**config.mk**
```make
export PLATFORM = sky130hd
export DESIGN_NAME = keypad_scan
export DESIGN_NICKNAME = d
export VERILOG_FILES = /design/src/rtl/keypad_scan.sv
export SDC_FILE = /design/constraint.sdc
export NUM_CORES = 1
export LEC_CHECK = 0
export ABC_AREA = 1
export CAP_MARGIN = 10
export CORE_ASPECT_RATIO = 0.5
export CORE_MARGIN = 5
export CORE_UTILIZATION = 55
export CTS_BUF_LIST = sky130_fd_sc_hd__clkbuf_8
export CTS_CLUSTER_SIZE = 12
export DETAILED_ROUTE_END_ITERATION = 7
export GPL_TIMING_DRIVEN = 0
export PLACE_DENSITY = 0.75
export SLEW_MARGIN = 0
export SYNTH_ARGS = -nofsm -noshare
export SYNTH_HDL_FRONTEND = slang
export SYNTH_SLANG_ARGS = --single-unit
```
**constraint.sdc**
```tcl
create_clock -name clk -period 2.8 [get_ports clk]
set_clock_uncertainty 0.2 [all_clocks]
set_input_delay 0.42 -clock clk [delete_from_list [all_inputs] [get_ports clk]]
set_output_delay 0.42 -clock clk [all_outputs]
set_load 0.005 [all_outputs]
```
**src/rtl/keypad_scan.sv**
```systemverilog
// 4x4 active-low keypad scanner: row strobe, 2-flop column sync, frame debounce,
// lowest-index one-hot key output with a one-cycle change pulse.
module keypad_scan #(
  parameter int SCAN_CYCLES    = 50000,
  parameter int DEBOUNCE_SCANS = 5,
  parameter int CNT_WIDTH      = 16
) (
  input  logic        clk,
  input  logic        rst_n,
  input  logic [3:0]  col_in,
  output logic [3:0]  row_out,
  output logic [15:0] key_out,
  output logic        key_change
);

  localparam int SW = $clog2(DEBOUNCE_SCANS);
  localparam logic [CNT_WIDTH-1:0] CNT_LAST   = CNT_WIDTH'(SCAN_CYCLES - 1);
  localparam logic [SW-1:0]        STABLE_MAX = SW'(DEBOUNCE_SCANS - 1);

  typedef enum logic [1:0] {ROW0 = 2'd0, ROW1 = 2'd1, ROW2 = 2'd2, ROW3 = 2'd3} row_e;

  row_e                 state_q, state_d;
  logic [CNT_WIDTH-1:0] cnt_q, cnt_d;
  logic [3:0]           sync1_q, sync2_q;
  logic [15:0]          frame_q, frame_d;
  logic                 frame_done_q, frame_done_d;
  logic [15:0]          prev_q, prev_d;
  logic [SW-1:0]        stable_q, stable_d;
  logic [15:0]          key_q, key_d;
  logic                 change_q, change_d;
  logic [1:0]           row_idx;
  logic [15:0]          onehot;

  // rst_n is active-high despite its name.
  always_ff @(posedge clk) begin
    if (rst_n) begin
      state_q      <= ROW0;
      cnt_q        <= '0;
      sync1_q      <= 4'b1111;
      sync2_q      <= 4'b1111;
      frame_q      <= '0;
      frame_done_q <= 1'b0;
      prev_q       <= '0;
      stable_q     <= '0;
      key_q        <= '0;
      change_q     <= 1'b0;
    end else begin
      state_q      <= state_d;
      cnt_q        <= cnt_d;
      sync1_q      <= col_in;
      sync2_q      <= sync1_q;
      frame_q      <= frame_d;
      frame_done_q <= frame_done_d;
      prev_q       <= prev_d;
      stable_q     <= stable_d;
      key_q        <= key_d;
      change_q     <= change_d;
    end
  end

  assign row_idx = state_q;

  // Row strobe: sample the settled columns on the last cycle of each slot.
  always_comb begin
    state_d      = state_q;
    cnt_d        = cnt_q + CNT_WIDTH'(1);
    frame_d      = frame_q;
    frame_done_d = 1'b0;
    row_out      = ~(4'b0001 << row_idx);
    if (cnt_q == CNT_LAST) begin
      cnt_d                          = '0;
      frame_d[{row_idx, 2'b00} +: 4] = ~sync2_q;
      frame_done_d                   = (state_q == ROW3);
      case (state_q)
        ROW0:    state_d = ROW1;
        ROW1:    state_d = ROW2;
        ROW2:    state_d = ROW3;
        default: state_d = ROW0;
      endcase
    end
  end

  // Lowest set bit of the frame; zero frame gives zero.
  assign onehot = frame_q & (~frame_q + 16'd1);

  always_comb begin
    prev_d   = prev_q;
    stable_d = stable_q;
    key_d    = key_q;
    change_d = 1'b0;
    if (frame_done_q) begin
      prev_d = frame_q;
      if (frame_q == prev_q) begin
        if (stable_q != STABLE_MAX) stable_d = stable_q + SW'(1);
      end else begin
        stable_d = '0;
      end
      if ((stable_d == STABLE_MAX) && (onehot != key_q)) begin
        key_d    = onehot;
        change_d = 1'b1;
      end
    end
  end

  assign key_out    = key_q;
  assign key_change = change_q;

endmodule

```
* Yosys cells after proc, flatten, opt, wreduce, memory -nomap -nowiden
Index checks and enable logic that the tools add are counted.
** Storage, ports and cells
- Bits in writable memories :: 0
- Bits in latches :: 0
- Output and inout bits :: 21
- Input bits :: 6
- Memories kept :: 0
- Register bits :: 79
- Bits in read-only memories :: 0
** Operators by class
- Bitwise operators :: 6
- Equal/unequal tests :: 8
- Multiplexer cells :: 6
- Reductions and logical operators :: 6
- $lt $le $gt $ge :: 0
- Divide/modulo/power cells :: 0
- $mul :: 0
- Add/sub/neg operators :: 4
- Shift-type cells :: 3
** Operators by type and width (number)
- $add 16x1->16 const B :: 2
- $and 16x16->16 :: 1
- $bwmux 16 :: 1
- $eq 16x16->1 :: 1
- $eq 16x16->1 const B :: 1
- $ne 16x16->1 :: 1
- $not 16->16 :: 1
- $shift 4x6->16 const A :: 1
- $shiftx 4x6->16 :: 1
- $mux 3 :: 3
- $not 4->4 :: 2
- $neg 4->6 :: 1
- $pmux 2 s3 :: 1
- $reduce_or 2->1 :: 3
- $eq 2x2->1 const B :: 2
- $shl 1x2->4 const A :: 1
- $add 3x1->3 const B :: 1
- $eq 3x3->1 const B :: 1
- $ne 3x3->1 const B :: 1
- $eq 2x1->1 const B :: 1
- $logic_not 2->1 :: 1
- $not 1->1 :: 2
- $reduce_and 2->1 :: 1
- $logic_and 1x1->1 :: 1
- $mux 1 :: 1

* Depth between registers and ports, before layout
- Depth after elaboration :: 7
- Mapped depth :: 17
- Mapped depth without buffers :: 15

* Least setup slack after synthesis
Ideal clock, no wire load.
- Kind :: register to register
- From :: register state_q[0] (netlist: row_idx[0])
- To :: register frame_q[0]
- Stages on the path, launching flop included :: 8
- Clock period less this slack :: 2.162 ns
- Library setup time :: 0.070 ns
- Buffers on the path :: 2
- Slack :: 0.638 ns
- Arrival time :: 1.892 ns
- Path through :: dfxtp_1 -> clkbuf_1 -> inv_1 -> ha_1 -> clkbuf_1 -> nor3_1 -> nand3b_1 -> a21oi_1
** Between the ends
- Word-level cells in the longest chain between the ends :: 3
- Elaborated cells between the ends (all ways) :: 4
** Ends and longest elaborated chain
- from (decl) :: line 22 : row_e state_q, state_d;
- from (signal assigned) :: line 48 : state_q <= state_d;
- $neg 4->6 (*) :: line 72 : frame_d[{row_idx, 2'b00} +: 4] = ~sync2_q;
- $shiftx 4x6->16 / $shift 4x6->16 (equally long branches) :: line 72
- $bwmux 16 (*) :: line 72
- to (signal assigned) :: line 52 : frame_q <= frame_d;
- to (decl) :: line 25 : logic [15:0] frame_q, frame_d;
Mark *: on every way between the ends. The rest lies on a longest branch, timed or not.
A chain may end at the register's enable or synchronous reset.

* Worst setup path after layout
- From :: register state_q[0] (netlist: row_idx[0])
- To :: output row_out[0]
** Between the ends
- Word-level cells in the longest chain between the ends :: 2
** Ends and longest elaborated chain
- $shl 1x2->4 :: line 69 : row_out = ~(4'b0001 << row_idx);
- $not 4->4 :: line 69
- to (decl) :: line 11 : output logic [3:0] row_out,
No other way between the ends.

==> results.py <==
metrics = {
    "synthesis": {
        "synth_top_family_by_area": "simple AND/OR/NAND/NOR gates",
        "synth_top_area_share_pct": 39.0,
        "synth.avg_cell_area_um2": 7.06,
        "yosysUniqueCellTypes": 29,
        "postSynthCellCount": 574,
        "synth_area_leaders": "dfxtp_1 (39%), nand2_1 (10%), nor2_1 (8.6%)",
        "seq_area_frac_synth_pct": 39.0,
        "synthAdderAreaFrac_pct": 3.39,
        "synth.mux.area_fraction_pct": 0,
        "yosys.area.top_type": "dfxtp_1",
        "synth_xor_area_share_pct": 4.97,
        "ys_async_sr_fraction_pct": 0,
        "ys_ff_latch": 79,
        "synth_nets": 591,
        "yosysWarnings": 0,
        "synth_compound_area_share_pct": 10.3,
        "synth_edf_count": 0,
        "syn_area_mm2": 0.00406,
        "synth_ff_type": "dfxtp_1",
        "yosys.area_share.simple_pct": 33.9,
    },
    "clock_tree": {
        "holdBufCountCts": 0,
        "cts_tree": "built",
        "clk_pin_slew_ns": 0.08,
        "htreeDepth": 3,
        "cts_inserted_buffers": 9,
        "insertion_delay_ns": 0.38,
        "post_cts_buffers": 0,
        "clockRootBuffer": "clkbuf_8",
        "clk_path_buf_depth": 2,
        "clock-sinks": 79,
    },
    "outcome": {
        "outcome": "finished, final reports clean",
    },
    "die": {
        "die_width_um": 131,
        "row_count": 22,
        "core_mm2": 0.00724,
        "dieArea_mm2": 0.00929,
        "die_y_um": 70.7,
        "design.portCount": 27,
        "start_util_pct": 56.0,
    },
    "drt": {
        "drc": 0,
        "post_drt_wl_per_cell_um": 12.4,
        "drt-total-wl_um": 8850,
        "routed_via_density": 5.14,
        "vias": 3654,
        "drtPass1Iterations": 4,
        "antenna_left": 0,
        "dr.first_iter.drc_count": 248,
    },
    "place": {
        "hpwl_um": 6470,
        "gp_congestion": 0.862,
        "portBuffers": 25,
    },
    "critical_path": {
        "start_kind": "flop",
        "critPathCaptureType": "primary output",
        "worst-path-max-fanout": 10,
        "crit_type": "flop to primary output",
        "worstPathArrival_ns": 1.98,
        "worstPathRequired_ns": 2.18,
    },
    "sta": {
        "rsz0062_at_grt": "no",
        "fin_crit_ns": 2.60,
        "worst_pin_slew_ns": 0.546,
        "slew_headroom_pct": 63.6,
        "setup_violations": 0,
        "tns_ns": 0,
        "drv_slew": 0,
        "min_period_over_period_pct": 93.0,
        "fmax_mhz": 384,
        "finalHoldViolations": 0,
    },
    "power": {
        "irDropWorstVdd_v": 0.000341,
        "power_leakage_nw": 1.89,
        "power.density_mw_per_mm2": 447,
    },
    "global_routing": {
        "track_usage_pct": 19.7,
        "grt_antenna_before_repair": 0,
        "grt_pass1_vias": 3177,
        "grt_pass1_wl_um": 14900,
        "grt_max_degree": 15,
        "grt_overflow": 0,
    },
    "final_layout": {
        "drive_gt1_share_pct": 9.76,
        "nets": 627,
        "post-route-util_pct": 64.2,
        "synthToLayoutAreaGrowth_pct": 14.6,
        "n_antenna_cell": 0,
    },
    "worst_hold_path": {
        "hp-class": "flop to flop",
    },
    "job": {
        "cap_viol_max_count": 0,
    },
}
-- critical path: stages, from the launching register on --
cell,delay [ns]
dfxtp_2,0.38
clkbuf_4,0.21
inv_1,0.16
ha_2,0.26
inv_1,0.10
clkdlybuf4s50_1,0.51
-- report_power, final --
group / switching, mW / internal, mW / total (mW)
registers: 0.00399 / 1.13 / 1.14
logic: 0.0262 / 0.0172 / 0.0434
clock network: 0.433 / 0.466 / 0.899
total: 0.463 / 1.61 / 2.08
-- metal layers --
layer / global-route usage, % / part of all wire [%]
met5: 0 / 0
met4: 6.50 / 1.2
met3: 6.04 / 5.3
met2: 30.3 / 43
met1: 26.5 / 50
-- cells in the mapped netlist (9+ instances only) --
master	n
nand3_1	37
inv_1	52
xor2_1	14
nand2_1	110
nand4_1	23
nand3b_1	12
clkbuf_1	18
nor2_1	93
a21oi_1	40
ha_1	11
o21ai_0	19
xnor2_1	9
a21oi_2	10
dfxtp_1	79
or2_2	11
-- registers in the layout, summed over array words and instances, names as in the netlist --
signal	cells
cnt_q	16
sync1_q	4
frame_q	16
key_out	16
row_idx	2
sync2_q	4
frame_done_q	1
key_change	1
prev_q	16
stable_q	3
-- metrics by stage --
step                power, mW  cells  setup slack [ns]  hold WS [ns]  instance area, um^2
floorplan                1.19    574             0.638         0.189                 4060
global placement         1.20    695             0.257         0.194                 4430
detailed placement       1.21    695             0.232         0.198                 4430
CTS                      2.11    711            0.0354         0.215                 4640
global route             2.16    711            0.0577         0.235                 4650
finish                   2.08    711             0.197         0.213                 4650
-- cells in the final DEF (no fill, tap or decap), types with 11 or more instances in the layout --
cell               n
clkbuf_1          17
a21oi_1           40
clkdlybuf4s50_1   25
nor2_1            93
inv_1             52
clkbuf_8          11
or2_2             11
nand2_1          110
nand3_1           37
xor2_1            14
nand4_1           23
o21ai_0           19
dfxtp_1           78
nand3b_1          12
-- repair_timing --
item | 4_1_cts | 5_1_grt
resized for setup | 2 | 2
gates cloned | 0 | 0
endpoints found under the setup margin | 2 | 1
pin swaps | 0 | 0
hold endpoints to repair | 0 | 0
-- logic make-up after synthesis --
family / after synthesis
compound gates: 74
simple gates: 304
buf+inv: 83
fa+ha+maj: 11
xor+xnor: 23
flops: 79
-- cell type report --
| class | instances | area (um^2) |
|---|---|---|
| Buffer | 27 | 138 |
| Clock buffer | 11 | 151 |
| Clock inverter | 5 | 63.8 |
| Fill cell | 676 | 2590 |
| Inverter | 56 | 210 |
| Multi-Input combinational cell | 412 | 2130 |
| Sequential cell | 79 | 1580 |
| Tap cell | 96 | 120 |
| Timing Repair Buffer | 25 | 250 |
-- worst paths after layout --
kind | startpoint | cells past startpoint | to | slack, ns
max | row_idx[0]$_SDFFE_PP0P_ | 5 | row_out[0] | 0.20
min | sync1_q[1]$_SDFF_PP1_ | 1 | sync2_q[1]$_SDFF_PP1_ | 0.21
max reg2reg | frame_q[13]$_SDFFE_PP0P_ | 10 | key_out[13]$_SDFFE_PP0P_ | 0.28
min reg2reg | sync1_q[1]$_SDFF_PP1_ | 1 | sync2_q[1]$_SDFF_PP1_ | 0.21
(Power assumes the default switching activity.)
